File: src/rtl/shifter_pipe.sv
// shifter_pipe: two-stage pipelined ARM operand-2 barrel shifter with carry-out.
//
// Stage 1 decodes the addressing mode into one normalised shift: a type, an
// amount and the flags n==0 / n==W / n>W / rrx. Stage 2 performs that shift and
// registers the result. A valid/ready handshake sits on each side, and a
// transfer happens only when valid and ready are both high.
//
// Ports
//   clk, reset            clock; synchronous active-high reset
//   in_valid / in_ready   input handshake (in_ready is combinational, 0 in reset)
//   in_mode               00 imm-rotate, 01 imm-amount, 10 reg-amount, 11 pass
//   in_value              Rm
//   in_operand            12-bit operand-2 field
//   in_rs                 Rs[7:0] amount (mode 10)
//   in_carry              current C flag
//   in_tag                sideband, returned with the result
//   out_valid / out_ready output handshake
//   out_result, out_carry shifted operand and shifter carry-out
//   out_tag               tag of this result
module shifter_pipe #(
  parameter int WIDTH = 32,
  parameter int TAG_W = 4
) (
  input  logic             clk,
  input  logic             reset,
  input  logic             in_valid,
  output logic             in_ready,
  input  logic [1:0]       in_mode,
  input  logic [WIDTH-1:0] in_value,
  input  logic [11:0]      in_operand,
  input  logic [7:0]       in_rs,
  input  logic             in_carry,
  input  logic [TAG_W-1:0] in_tag,
  output logic             out_valid,
  input  logic             out_ready,
  output logic [WIDTH-1:0] out_result,
  output logic             out_carry,
  output logic [TAG_W-1:0] out_tag
);
  localparam int AW = $clog2(WIDTH);
  localparam logic [8:0] W9 = 9'(WIDTH);

  localparam logic [1:0] T_LSL = 2'b00;
  localparam logic [1:0] T_LSR = 2'b01;
  localparam logic [1:0] T_ASR = 2'b10;
  localparam logic [1:0] T_ROR = 2'b11;

  localparam logic [1:0] M_IMM_ROT = 2'b00;
  localparam logic [1:0] M_IMM_SH  = 2'b01;
  localparam logic [1:0] M_REG_SH  = 2'b10;

  // ---------------- handshake ----------------
  logic s1_valid, s2_valid;
  logic s1_load, s2_load;

  assign s2_load   = !s2_valid || out_ready;
  assign s1_load   = s2_load || !s1_valid;
  assign in_ready  = s1_load && !reset;
  assign out_valid = s2_valid;

  // ---------------- decode ----------------
  // Every mode is folded into (type, n, value). The immediate rotate becomes
  // a ROR of the zero-extended imm8 by 2*rot: rot==0 then lands on the n==0
  // pass-through (carry = c_in), and otherwise the ROR carry equals result[W-1].
  logic [1:0]       d_type;
  logic [8:0]       d_n;
  logic [WIDTH-1:0] d_val;
  logic             d_rrx;

  always_comb begin
    d_type = in_operand[6:5];
    d_n    = 9'd0;
    d_val  = in_value;
    d_rrx  = 1'b0;
    case (in_mode)
      M_IMM_ROT: begin
        d_type = T_ROR;
        d_n    = {4'd0, in_operand[11:8], 1'b0};
        d_val  = WIDTH'(in_operand[7:0]);
      end
      M_IMM_SH: begin
        d_n = {4'd0, in_operand[11:7]};
        if (in_operand[11:7] == 5'd0) begin
          case (in_operand[6:5])
            T_LSR, T_ASR: d_n = W9;     // #0 encodes a shift by 32/W
            T_ROR:        d_rrx = 1'b1;
            default:      ;             // LSL #0 passes through
          endcase
        end
      end
      M_REG_SH: d_n = {1'b0, in_rs};
      default:  d_n = 9'd0;             // pass-through
    endcase
  end

  // ---------------- stage 1 registers ----------------
  logic [1:0]       s1_type;
  logic [AW-1:0]    s1_amt;   // n mod W; only meaningful for n < W and for ROR
  logic [WIDTH-1:0] s1_val;
  logic             s1_c;
  logic [TAG_W-1:0] s1_tag;
  logic             s1_zero, s1_eq_w, s1_gt_w, s1_rrx;

  always_ff @(posedge clk) begin
    if (s1_load && in_valid) begin
      s1_type <= d_type;
      s1_amt  <= d_n[AW-1:0];
      s1_val  <= d_val;
      s1_c    <= in_carry;
      s1_tag  <= in_tag;
      s1_zero <= (d_n == 9'd0);
      s1_eq_w <= (d_n == W9);
      s1_gt_w <= (d_n > W9);
      s1_rrx  <= d_rrx;
    end
  end

  // ---------------- shift ----------------
  // One spare bit beside the value catches the last bit shifted out, which
  // gives the carry for in-range LSL/LSR/ASR without a separate bit select.
  logic [WIDTH:0]        lsl_t, lsr_t;
  logic signed [WIDTH:0] asr_t;
  logic [WIDTH-1:0]      ror_t;
  logic [WIDTH-1:0]      sh_res;
  logic                  sh_c;

  always_comb begin
    lsl_t  = {1'b0, s1_val} << s1_amt;
    lsr_t  = {s1_val, 1'b0} >> s1_amt;
    asr_t  = $signed({s1_val, 1'b0}) >>> s1_amt;
    ror_t  = WIDTH'({s1_val, s1_val} >> s1_amt);
    sh_res = s1_val;
    sh_c   = s1_c;
    if (s1_rrx) begin
      sh_res = {s1_c, s1_val[WIDTH-1:1]};
      sh_c   = s1_val[0];
    end else if (!s1_zero) begin
      case (s1_type)
        T_LSL: begin
          if (s1_gt_w)      begin sh_res = '0; sh_c = 1'b0;      end
          else if (s1_eq_w) begin sh_res = '0; sh_c = s1_val[0]; end
          else              begin sh_res = lsl_t[WIDTH-1:0]; sh_c = lsl_t[WIDTH]; end
        end
        T_LSR: begin
          if (s1_gt_w)      begin sh_res = '0; sh_c = 1'b0;            end
          else if (s1_eq_w) begin sh_res = '0; sh_c = s1_val[WIDTH-1]; end
          else              begin sh_res = lsr_t[WIDTH:1]; sh_c = lsr_t[0]; end
        end
        T_ASR: begin
          if (s1_gt_w || s1_eq_w) begin
            sh_res = {WIDTH{s1_val[WIDTH-1]}};
            sh_c   = s1_val[WIDTH-1];
          end else begin
            sh_res = asr_t[WIDTH:1];
            sh_c   = asr_t[0];
          end
        end
        default: begin
          // A rotate by a multiple of W (n != 0) leaves v unchanged and takes
          // carry v[W-1]; that is the same result[W-1] rule as other amounts.
          sh_res = ror_t;
          sh_c   = ror_t[WIDTH-1];
        end
      endcase
    end
  end

  // ---------------- valids and stage 2 ----------------
  always_ff @(posedge clk) begin
    if (reset) begin
      s1_valid   <= 1'b0;
      s2_valid   <= 1'b0;
      out_result <= '0;
      out_carry  <= 1'b0;
      out_tag    <= '0;
    end else begin
      if (s1_load) s1_valid <= in_valid;
      if (s2_load) begin
        s2_valid <= s1_valid;
        if (s1_valid) begin
          out_result <= sh_res;
          out_carry  <= sh_c;
          out_tag    <= s1_tag;
        end
      end
    end
  end
endmodule
File: config.mk
export PLATFORM = sky130hd
export DESIGN_NAME = shifter_pipe
export DESIGN_NICKNAME = d
export VERILOG_FILES = /design/src/rtl/shifter_pipe.sv
export SDC_FILE = /design/constraint.sdc
export NUM_CORES = 1
export LEC_CHECK = 0
export ABC_AREA = 1
export BUFFER_PORTS_ARGS = -buffer_cell sky130_fd_sc_hd__buf_2
export CAP_MARGIN = 20
export CORE_ASPECT_RATIO = 2
export CORE_MARGIN = 2
export CORE_UTILIZATION = 29
export CTS_BUF_LIST = sky130_fd_sc_hd__clkbuf_16
export DETAILED_ROUTE_END_ITERATION = 12
export SKIP_CTS_REPAIR_TIMING = 1
export SKIP_LAST_GASP = 1
export SYNTH_ARGS = -nofsm -noshare
export SYNTH_HDL_FRONTEND = slang
export SYNTH_SLANG_ARGS = --single-unit
File: constraint.sdc
create_clock -name clk -period 5.5 [get_ports clk]
set_input_delay 0.55 -clock clk [delete_from_list [all_inputs] [get_ports clk]]
set_output_delay 0.55 -clock clk [all_outputs]
set_load 0.02 [all_outputs]
## Yosys cells after proc, flatten, opt, wreduce, memory -nomap -nowiden

Index checks and enable logic that the tools add are counted.

| word-level totals | value |
|---|---|
| register bits | 87 |
| bits of input ports | 63 |
| output and inout bits | 39 |
| logic and storage cells | 64 |

| cells by class | value |
|---|---|
| mux-type cells | 21 |
| shift-type cells | 4 |
| eq/ne operators | 8 |
| magnitude comparators | 1 |
| reduce and logical (&&, ||, !) cells | 15 |

Operator list:

| operator | number |
|---|---|
| 32-bit 2-to-1 mux | 7 |
| 32-bit one-hot mux with 3 select lines | 1 |
| 64-bit by 5-bit right shift with 32-bit output | 1 |
| 32-bit by 5-bit << shifter with 33-bit output | 1 |
| 33-bit by 5-bit right shift with 33-bit output | 1 |
| 33-bit by 5-bit >>> shifter with 33-bit output | 1 |
| 8-bit one-hot mux with 3 select lines | 1 |
| 6-bit 2-to-1 mux | 2 |
| 9-bit by 6-bit == test with 1-bit output, second input constant | 1 |
| 9-bit by 6-bit greater-than comparator with 1-bit output, second input constant | 1 |
| 9-bit logical NOT | 1 |
| 2-bit == test, second input constant | 4 |
| 1-bit 2-to-1 mux | 8 |
| 8-bit 2-to-1 mux | 1 |
| 2-bit by 1-bit == test with 1-bit output, second input constant | 3 |
| 5-bit logical NOT | 1 |
| 2-bit logical NOT | 2 |
| 2-bit AND reduction | 2 |
| 1-bit logical NOT | 3 |
| 1-bit logical OR | 3 |
| 1-bit one-hot mux with 3 select lines | 1 |
| 1-bit logical AND | 2 |
| 2-bit OR reduction | 1 |

## Depth between registers and ports, before layout

Gate-level depths: netlist of run 1.

| depth | value |
|---|---|
| word-level depth | 6 |
| mapped depth | 19 |
| depth with buffers taken out | 17 |

## Worst setup path after synthesis of run 1

No wires, ideal clock.

| path | value |
|---|---|
| path type | input to register |
| start | input out_ready |
| end | register s1_amt[0] (enable) |
| arrival time | 1.690 ns |
| setup slack | 3.408 ns |
| required time | 5.098 ns |
| setup time | 0.402 ns |
| buffers on the path | 0 |
| stages on the path | 4 |
| cell sequence | inv_1 -> nand3_1 -> nand2_1 -> inv_1 |

| between the ends | value |
|---|---|
| word-level cells in the longest chain between the ends | 3 |

Ends and longest elaborated chain:

| item | RTL line | text |
|---|---|---|
| start, declared | 35 | `input logic out_ready,` |
| 1-bit logical OR | 56 | `assign s2_load = !s2_valid \|\| out_ready;` |
| 1-bit logical OR | 57 | `assign s1_load = s2_load \|\| !s1_valid;` |
| 1-bit logical AND | 105 | `if (s1_load && in_valid) begin` |
| end signal, assigned | 107 | `s1_amt <= d_n[AW-1:0];` |
| end, declared | 98 | `logic [AW-1:0] s1_amt;` |

Every way passes these cells.
A chain may end at the register's enable or synchronous reset.

## Worst setup path in the final report of run 1

| path | value |
|---|---|
| start | register s1_gt_w |
| end | register out_result[15] |

| between the ends | value |
|---|---|
| word-level cells in the longest chain between the ends | 5 |
| elaborated cells between the ends (all ways) | 7 |
| those cells by class | 6 x mux; 1 x reduce/logical |

Ends and longest elaborated chain:

| item | RTL line | text |
|---|---|---|
| start, declared | 102 | `logic s1_zero, s1_eq_w, s1_gt_w, s1_rrx;` |
| start signal, assigned | 113 | `s1_gt_w <= (d_n > W9);` |
| 1-bit logical OR | 150 | `if (s1_gt_w \|\| s1_eq_w) begin` |
| 32-bit 2-to-1 mux | 150 |  |
| 32-bit one-hot mux with 3 select lines * | 138 | `case (s1_type)` |
| 32-bit 2-to-1 mux * | 137 | `end else if (!s1_zero) begin` |
| 32-bit 2-to-1 mux * | 134 | `if (s1_rrx) begin` |
| end signal, assigned | 181 | `out_result <= sh_res;` |
| end, declared | 36 | `output logic [WIDTH-1:0] out_result,` |

Every way passes the cells marked *; elsewhere a longest branch is shown, timed or not.

==> results of run 1 <==
[registers in the layout, summed over array words and instances, names as in the netlist]
signal and flops:
s1_c 1, s1_tag 4, s1_gt_w 1, s1_val 32, s1_eq_w 1, out_valid 1, out_carry 1, s1_type 2
out_result 32, s1_valid 1, s1_amt 5, s1_rrx 1, s1_zero 1, out_tag 4
[critical path: stages (launching register included)]
cell and delay [ps]:
edfxtp_1 470, nor2_2 190, inv_2 90, nor2_2 500, inv_2 200, nor2_2 590, buf_4 300, nand3_1 270
nand3_1 180, o21ai_1 80, nand2_1 120, nand2_1 70, a21oi_1 110
[per-stage QoR]
step,std cells,instance area (um2)
finish,2071,10090
global route,2069,10080
CTS,2069,10080
detailed placement,2053,9806
global placement,2053,9806
floorplan,1615,9143
[cell usage in the layout, fill, tap and decap left out, types with 10 or more instances in the layout]
cell	n
o21ai_1	17
o21ai_0	41
inv_1	89
nand2_1	598
buf_4	23
a21oi_2	10
edfxtp_1	48
buf_2	101
o211ai_1	13
nand4_1	11
a21oi_1	112
dfxtp_1	39
nand2_2	14
nor2_1	119
nand3_1	313
[logic make-up (layout without fill, tap and decap cells)]
logic type                 Yosys count  count (layout)
muxes                                1               1
and+or+nand+nor                   1096            1096
DFF                                 87              87
buffers and inverters              209             240
adders and majority gates            1               1
other                                0               2
AOI/OAI and AO/OA                  221             221
[layer usage]
layer	GRT usage (%)	vias up	wire (um)
li1	-	5388	-
met4	20.89	0	3987
met1	29.62	5256	15320
met3	5.811	174	3902
met2	40.68	682	19860
met5	0	-	0
[area by class of cell]
| type | instances | area (um2) |
|---|---|---|
| Antenna cell | 2 | 5.005 |
| Clock buffer | 9 | 225.2 |
| Clock inverter | 7 | 53.80 |
| Fill cell | 3680 | 21220 |
| Inverter | 100 | 380.4 |
| Multi-Input combinational cell | 1319 | 5996 |
| Sequential cell | 87 | 2222 |
| Tap cell | 423 | 529.3 |
| Timing Repair Buffer | 124 | 678.2 |
[final timing paths]
check,from,end,depth (start not counted)
worst max-delay path,s1_gt_w,out_result[15],12
worst min-delay path,in_tag[3],s1_tag[3],1
worst max register to register,s1_gt_w,out_result[15],12
worst min register to register,out_result[27],out_result[27],2
[where the power goes]
part | switching [mW] | total, mW | internal, mW
Combinational | 0.667 | 0.931 | 0.264
Sequential | 0.0618 | 0.795 | 0.733
Clock | 0.301 | 0.613 | 0.312
==> run metrics, run 1 <==
GRT Total Usage=25.82%; post-synthesis simple-gate area fraction=between 50% and 60%; Hold Vio Cnt, Final=0; worst hold margin=353.4 ps; drc violations=0; total grt overflow=0; Post-DRT Antenna Nets=0; VDD IR-drop max=roughly 0.00015 V; largest net degree at the start of global routing=86; Core Area=31310 um2; Synth Cell Area=9143 um2; CTS tree=yes; CTS root buf=clkbuf_16; synthesis-stage register bit count=87; Worst Setup End Kind=flip-flop; Gate Count Post-Synth=around 1600; worst clock skew=10.01 ps; Clock transition at path regs=roughly 70 ps; die height=255.1 um; WL final=43.07 mm; power density cells=231.8 nW/um2; startpoint type of the worst setup path=flip-flop; Detail Placement HPWL=31.79 mm; final-stage net count=1705; Tightest Pin Transition=about 1100 ps; setup_tns=0 ps; top post-synthesis cells by area=nand2_1 25%, nand3_1 17%, edfxtp_1 16%, dfxtp_1 8.5%, a21oi_1 6.1%; Via-to-Cell Ratio=between 5 and 6; Synth top cells by count=599 x nand2_1, 313 x nand3_1, 120 x nor2_1, 112 x a21oi_1, 90 x inv_1; Leak=between 4 and 5 nW; Avg WL per Cell=20.80 um; layout cell share with drive strength beyond 1=approximately an eighth; area leader, netlist=nand2_1; Tmin final=approximately 3200 ps; starting density of the core=29.20%; outcome=finished clean; CTS Buf Count=9; DR iter-0 viols=about 1400; I/O Buffers=101; main combinational cell family by area after synthesis=simple AND/OR/NAND/NOR gates; EDFF count, synth=48; Synth Area in Compound Gates=13.84%; reg2reg setup slack=around 2300 ps; Power Total=2.339 mW; period utilization=59.08%; Syn Area/Cell=5.661 um2; Worst EP required=5800 ps; highest clock rate=0.3078 GHz; DRT Pass-1 Iters=7; initial antenna violation count=2; synthesis-to-finish area growth=10.36%; clk_lat worst skew=370 ps; Row Count=92; vias in the first global route=approximately 11000; Chip Width=129.6 um; Min-Delay Path Class=in -> reg; Seq/Total Area, Yosys=24.31%; # IOs=102; Critical Path AT=~3600 ps; via count=about 12000; critical path class=reg -> reg; fraction of synthesized area in multiplexers=0.1095%; GPL Wtd Cong=1.058; first-pass GRT wire length=63.27 mm; post-route setup slack=2251 ps; top cell type's share of synthesized area=between 20% and 30%; largest buffer count on any clock path=2; top-count cell post-synth=nand2_1; die area=33050 um2; H-tree Lvls=3; RSZ-0062 raised after global routing=no; Synth Area in XOR/XNOR=0%; Yosys warning count=0; Max-Cap Viols=0; Adder-Cell Fraction of Synth Area=less than 1%; Async S/R FF share, synth=0%; dpl ws=2498 ps; Post-synth top flop=edfxtp_1; post-synth cell types=just under 50; max-slew violations=0; Clock Sinks=87; crit-path max FO=15; post-synth net total=1679; Max-slew headroom=28.18%; Final setup viols=0; Core Util, Final=32.23%
Power figures use the tool's default switching activity.
==> inputs of run 2 (changes only) <==
Settings changed: ABC_AREA 1 to 0.
Clock period 5.5 ns to 3.4 ns, I/O delays scaled along.
==> run 2 against run 1 <==
Net effect:
- combinational power is 120% higher
- design area grew 20%
- synthesized cell count down 24%
- non-clock buffer count grew 144
- maximum frequency grew 1.9%
==> run metrics, run 2 <==
critical path class=reg -> reg; EDFF count, synth=48; Final setup viols=0; Seq/Total Area, Yosys=22.31%; CP peak stage delay=around 700 ps; Chip Width=135.0 um; die area=about 36000 um2; CTS tree=yes; Min-Delay Path Class=in -> reg; Clock Sinks=87; Hold Vio Cnt, Final=0; WL final=about 67 mm; power density cells=369.0 nW/um2; Worst path most repeated cell=buf_4; outcome=finished clean; crit-path max FO=11; area leader, netlist=edfxtp_1; die height=266.1 um; final-stage net count=1443; Row Count=96; CP Cell Sequence=buf_4 > nor4b_1 > buf_4 > nand2_1 > buf_4 > o22ai_1 > a311oi_1 > o2111ai_1 > nand2_1 > o21ai_0; layout cell share with drive strength beyond 1=28.76%; Async S/R FF share, synth=0%; Top Registers=out_result (32), s1_val (32), s1_amt (5); RSZ-0062 raised after global routing=no; first-pass GRT wire length=about 92 mm; max-slew violations=0; worst clock skew=just under 20 ps; Tightest Pin Transition=1115 ps; Max-slew headroom=25.67%; CTS Buf Count=9; highest clock rate=0.3138 GHz; Post-DRT Antenna Nets=0; setup_tns=0 ps; NetSw=2.024 mW; startpoint type of the worst setup path=flip-flop; Placed Cells=1809; Synth Cell Area=9958 um2; I/O Buffers=101; top cell type's share of synthesized area=14.47%; post-route setup slack=212.9 ps; CTS root buf=clkbuf_16; DRT Pass-1 Iters=5; initial antenna violation count=4; commonest cells after routing, fill and taps aside=156 x buf_4, 143 x nor2_1, 135 x nand2_1, 101 x buf_2, 88 x a21oi_1; top post-synthesis cells by area=edfxtp_1 14%, mux4_2 8.4%, dfxtp_1 7.8%, mux2i_1 7.0%, mux2_2 6.2%; Int Pwr=2.434 mW; Leak=between 4 and 5 nW; Syn Area/Cell=8.070 um2; Core Area=approximately 34000 um2; Detail Placement HPWL=52.11 mm; Worst Setup End Kind=flip-flop; GRT Total Usage=37.36%; Worst EP required=3740 ps; Power Total=4.457 mW; synthesis-stage register bit count=87; Core Util, Final=35.41%; Logic pwr share=45.8%; post-synth net total=1298; Via-to-Cell Ratio=6.499; VDD IR-drop max=0.0002566 V; clk_lat worst skew=400 ps; vias in the first global route=11580; drc violations=0; Clock transition at path regs=90 ps; post-synth cell types=slightly below 80; dpl ws=roughly 500 ps; fin cells=1826; largest net degree at the start of global routing=74; Synth top cells by count=144 x nor2_1, 135 x nand2_1, 88 x a21oi_1, 78 x clkbuf_1, 73 x o21ai_0; Yosys warning count=0; Clk pwr share=24.2%; DR iter-0 viols=1469; via count=between 10000 and 15000; synthesis-to-finish area growth=21.28%; top-count cell post-synth=nor2_1; H-tree Lvls=3; Max-Cap Viols=0; Post-synth top flop=edfxtp_1; GPL Wtd Cong=between 1 and 1.5; most common cell after layout, fill and taps aside=buf_4; slowest stage cell, crit path=o22ai_1; Tmin final=between 3000 and 4000 ps; # IOs=102; Gate Count Post-Synth=approximately 1200; Avg WL per Cell=36.96 um; Critical Path AT=3520 ps; total grt overflow=0; Sw Share=45.40%; largest buffer count on any clock path=2; period utilization=93.74%; Flop pwr share=30.0%; starting density of the core=between 20% and 30%
-- run 2: changes by cell type after synthesis, sizes merged, moves of 17 or more --
cell	change
a2111oi	+17
a211oi	+24
a21oi	-33
clkbuf	+41
inv	-76
mux2	+55
mux2i	+69
mux4	+47
nand2	-478
nand3	-296
nor2	+17
nor2b	+37
nor3	+33
o22ai	+23
-- run 2: final timing paths --
kind	startpoint	end	slack, ps	cells past startpoint
setup / recovery	s1_type[0]	out_result[10]	210	10
hold / removal	in_carry	s1_c	110	1
setup reg to reg	s1_type[0]	out_result[10]	210	10
hold reg to reg	out_tag[3]	out_tag[3]	460	2
-- run 2: final cells by class --
type | instances | area (um2)
Clock inverter | 7 | 62.56
Timing Repair Buffer | 268 | 1897
Fill cell | 3670 | 22030
Tap cell | 441 | 551.8
Multi-Input combinational cell | 991 | 7034
Inverter | 22 | 82.58
Clock buffer | 9 | 225.2
Sequential cell | 87 | 2222
Antenna cell | 1 | 2.502
-- run 2: per-stage QoR --
step | cell area (um2) | hold slack [ps]
2_1_floorplan | 9958 | 438.9
3_3_place_gp | 11790 | 443.2
3_5_place_dp | 11790 | 446.1
4_1_cts | 12080 | 111.8
5_1_grt | 12080 | 123.7
6_report | 12080 | 112.6
-- run 2: logic make-up after synthesis --
logic type                 after synthesis  synth area share [%]
buffers and inverters                  156                 7.287
AOI/OAI and AO/OA                      380                 25.86
and+or+nand+nor                        438                 20.15
adders and majority gates                1                0.1256
DFF                                     87                 22.31
muxes                                  172                 24.26
-- run 2: power groups by stage --
stage	clock network, mW	logic [mW]	registers, mW
2_1_floorplan	0	1.09	1.29
3_3_place_gp	0	1.97	1.35
3_5_place_dp	0	1.96	1.35
4_1_cts	1.09	1.96	1.33
5_1_grt	1.12	2.10	1.33
6_report	1.08	2.04	1.34
-- run 2: critical path: cells and delay by family, from the launching register on --
kind	cells	cell delay, ps
buffers and inverters	3	810
AND/OR/NAND/NOR	3	750
flip-flops	1	490
AO/OA/AOI/OAI	4	1060
-- run 2: routing by layer --
metal  part of all wire [%]  global-route usage [%]  vias up
li1                       -                       -     4971
met1                     33                   39.32     5787
met2                     47                   62.01      805
met3                    7.9                   6.336      301
met4                     12                   35.36        4
met5                  0.034                       0        -
==> inputs of run 3 (changes only) <==
Clock period 3.4 ns to 2.8 ns, I/O delays scaled along.
==> run 3 against run 2 <==
Net effect:
- largest power group unchanged
- largest cell class unchanged
- critical path type unchanged
- combinational power up 43%
- critical path depth decreased by 3
- clock-buffer cell count is the same
- the flow now finishes with violations (negative setup slack)
- utilization grew 4.1 points
- first-iteration DRC count is 21% lower
==> run metrics, run 3 (same netlist as run 2, synthesis figures left out) <==
outcome=complete, but fails checks; failing checks=negative setup slack; hold depth=1; Min-Delay Path Class=in -> reg; Worst R2R Start=s1_val[18]; Core Util, Final=39.51%; Chip Width=135.0 um; WHS Endpoint=s1_tag[3]; final-stage net count=1609; design area=between 10000 and 15000 um2; reg2reg path depth=7; slowest stage cell, crit path=edfxtp_1; GR Util met3=about 5.3%; Power Total=5.895 mW; Via-to-Cell Ratio=just over 6; I/O Buffers=101; GPL Wtd Cong=1.063; layout cell share with drive strength beyond 1=37.35%; CP peak stage delay=610 ps; Clock Sinks=87; Core Area=34110 um2; Clock transition at path regs=80 ps; die height=266.1 um; dpl ws=-92.63 ps; Leak=5.502 nW; Avg WL per Cell=34.46 um; startpoint type of the worst setup path=flip-flop; Final setup viols=1; CP Cell Sequence=buf_4 > mux4_2 > mux2_2 > nand2_1 > o21ai_0 > o21ai_0 > o22ai_1; CTS tree=yes; highest clock rate=0.3402 GHz; VDD IR-drop max=0.0003538 V; Tmin final=2939 ps; Post-DRT Antenna Nets=0; Max-slew headroom=21.73%; Max-Cap Viols=0; critical path class=reg -> reg; drc violations=0; total grt overflow=0; die area=35930 um2; largest buffer count on any clock path=2; CTS Buf Count=9; DR iter-0 viols=around 1200; reg2reg setup slack=-140 ps; Hold Vio Cnt, Final=0; vias in the first global route=12179; Critical Path AT=3180 ps; Tightest Pin Transition=approximately 1200 ps; clk_lat worst skew=400 ps; max-slew violations=0; CTS root buf=clkbuf_16; hold path start=in_tag[3]; via count=12358; GRT busiest layer=met2; synthesis-to-finish area growth=35.36%; H-tree Lvls=3; post-route setup slack=-139.3 ps; starting density of the core=29.19%; # IOs=a little over 100; power density cells=437.4 nW/um2; initial antenna violation count=0; Worst path most repeated cell=o21ai_0; Worst EP required=approximately 3000 ps; worst clock skew=16.06 ps; RR Endpoint=out_result[24]; met2 Use GR=62.77%; WL final=68.64 mm; period utilization=105.0%; GR Layer Usage met1=39.78%; commonest cells after routing, fill and taps aside=316 x buf_4, 142 x nor2_1, 135 x nand2_1, 101 x buf_2, 87 x a21oi_1; Top Registers=out_result (32), s1_val (32), s1_amt (5); crit-path max FO=8; Detail Placement HPWL=around 55 mm; GRT Total Usage=a little under two fifths; most common cell after layout, fill and taps aside=buf_4; Row Count=96; largest net degree at the start of global routing=49; DRT Pass-1 Iters=7; Worst Setup End Kind=flip-flop; first-pass GRT wire length=around 93 mm; RSZ-0062 raised after global routing=yes; Placed Area=13070 um2
run 3: layout make-up:
type | instances | area, um2
clock buffers | 9 | 225.2
fillers | 3601 | 20630
diodes | 1 | 2.502
repair buffers | 434 | 3204
inverters | 22 | 82.58
well taps | 441 | 551.8
multi-input cells | 991 | 7111
flip-flops and latches | 87 | 2222
clock inverters | 7 | 80.08
run 3: through the flow:
| stage | setup TNS (ps) | std cells | hold WS [ps] |
|---|---|---|---|
| 6_report | -139.3 | 1992 | 57.84 |
| 5_1_grt | -244.8 | 1991 | 54.33 |
| 4_1_cts | -450.1 | 1991 | 46.05 |
| 3_5_place_dp | -290.2 | 1975 | 451.3 |
| 3_3_place_gp | -336.1 | 1975 | 440.9 |
| 2_1_floorplan | 0 | 1234 | 378.9 |
run 3: power by group:
part / switching (mW) / leakage (nW) / internal [mW]
Combinational: 1.73 / 4.55 / 1.19
Clock: 0.707 / 0.153 / 0.708
Sequential: 0.116 / 0.796 / 1.44
Total: 2.55 / 5.50 / 3.34
run 3: worst max-delay path: cells and delay by family, from the launching register on:
| kind | cells | cell delay, ps |
|---|---|---|
| compound gates | 3 | 1010 |
| mux | 2 | 810 |
| buf+inv | 1 | 270 |
| flops | 1 | 610 |
| simple gates | 1 | 80 |
run 3: worst max-delay path by stage:
stage,startpoint,end,slack [ps]
5_1_grt,s1_amt[0],out_carry,-70
3_5_place_dp,s1_amt[3],out_result[29],-90
3_3_place_gp,s1_amt[0],out_result[24],-150
2_1_floorplan,s1_amt[0],out_result[7],480
4_1_cts,s1_amt[0],out_result[24],-160
6_report,s1_val[18],out_result[24],-140
run 3: metal layers:
metal  wire, um  vias to the layer above
met4       8811                        0
met1      23210                     5987
met5          0                        -
li1           -                     5300
met3       4090                      305
met2      32520                      766
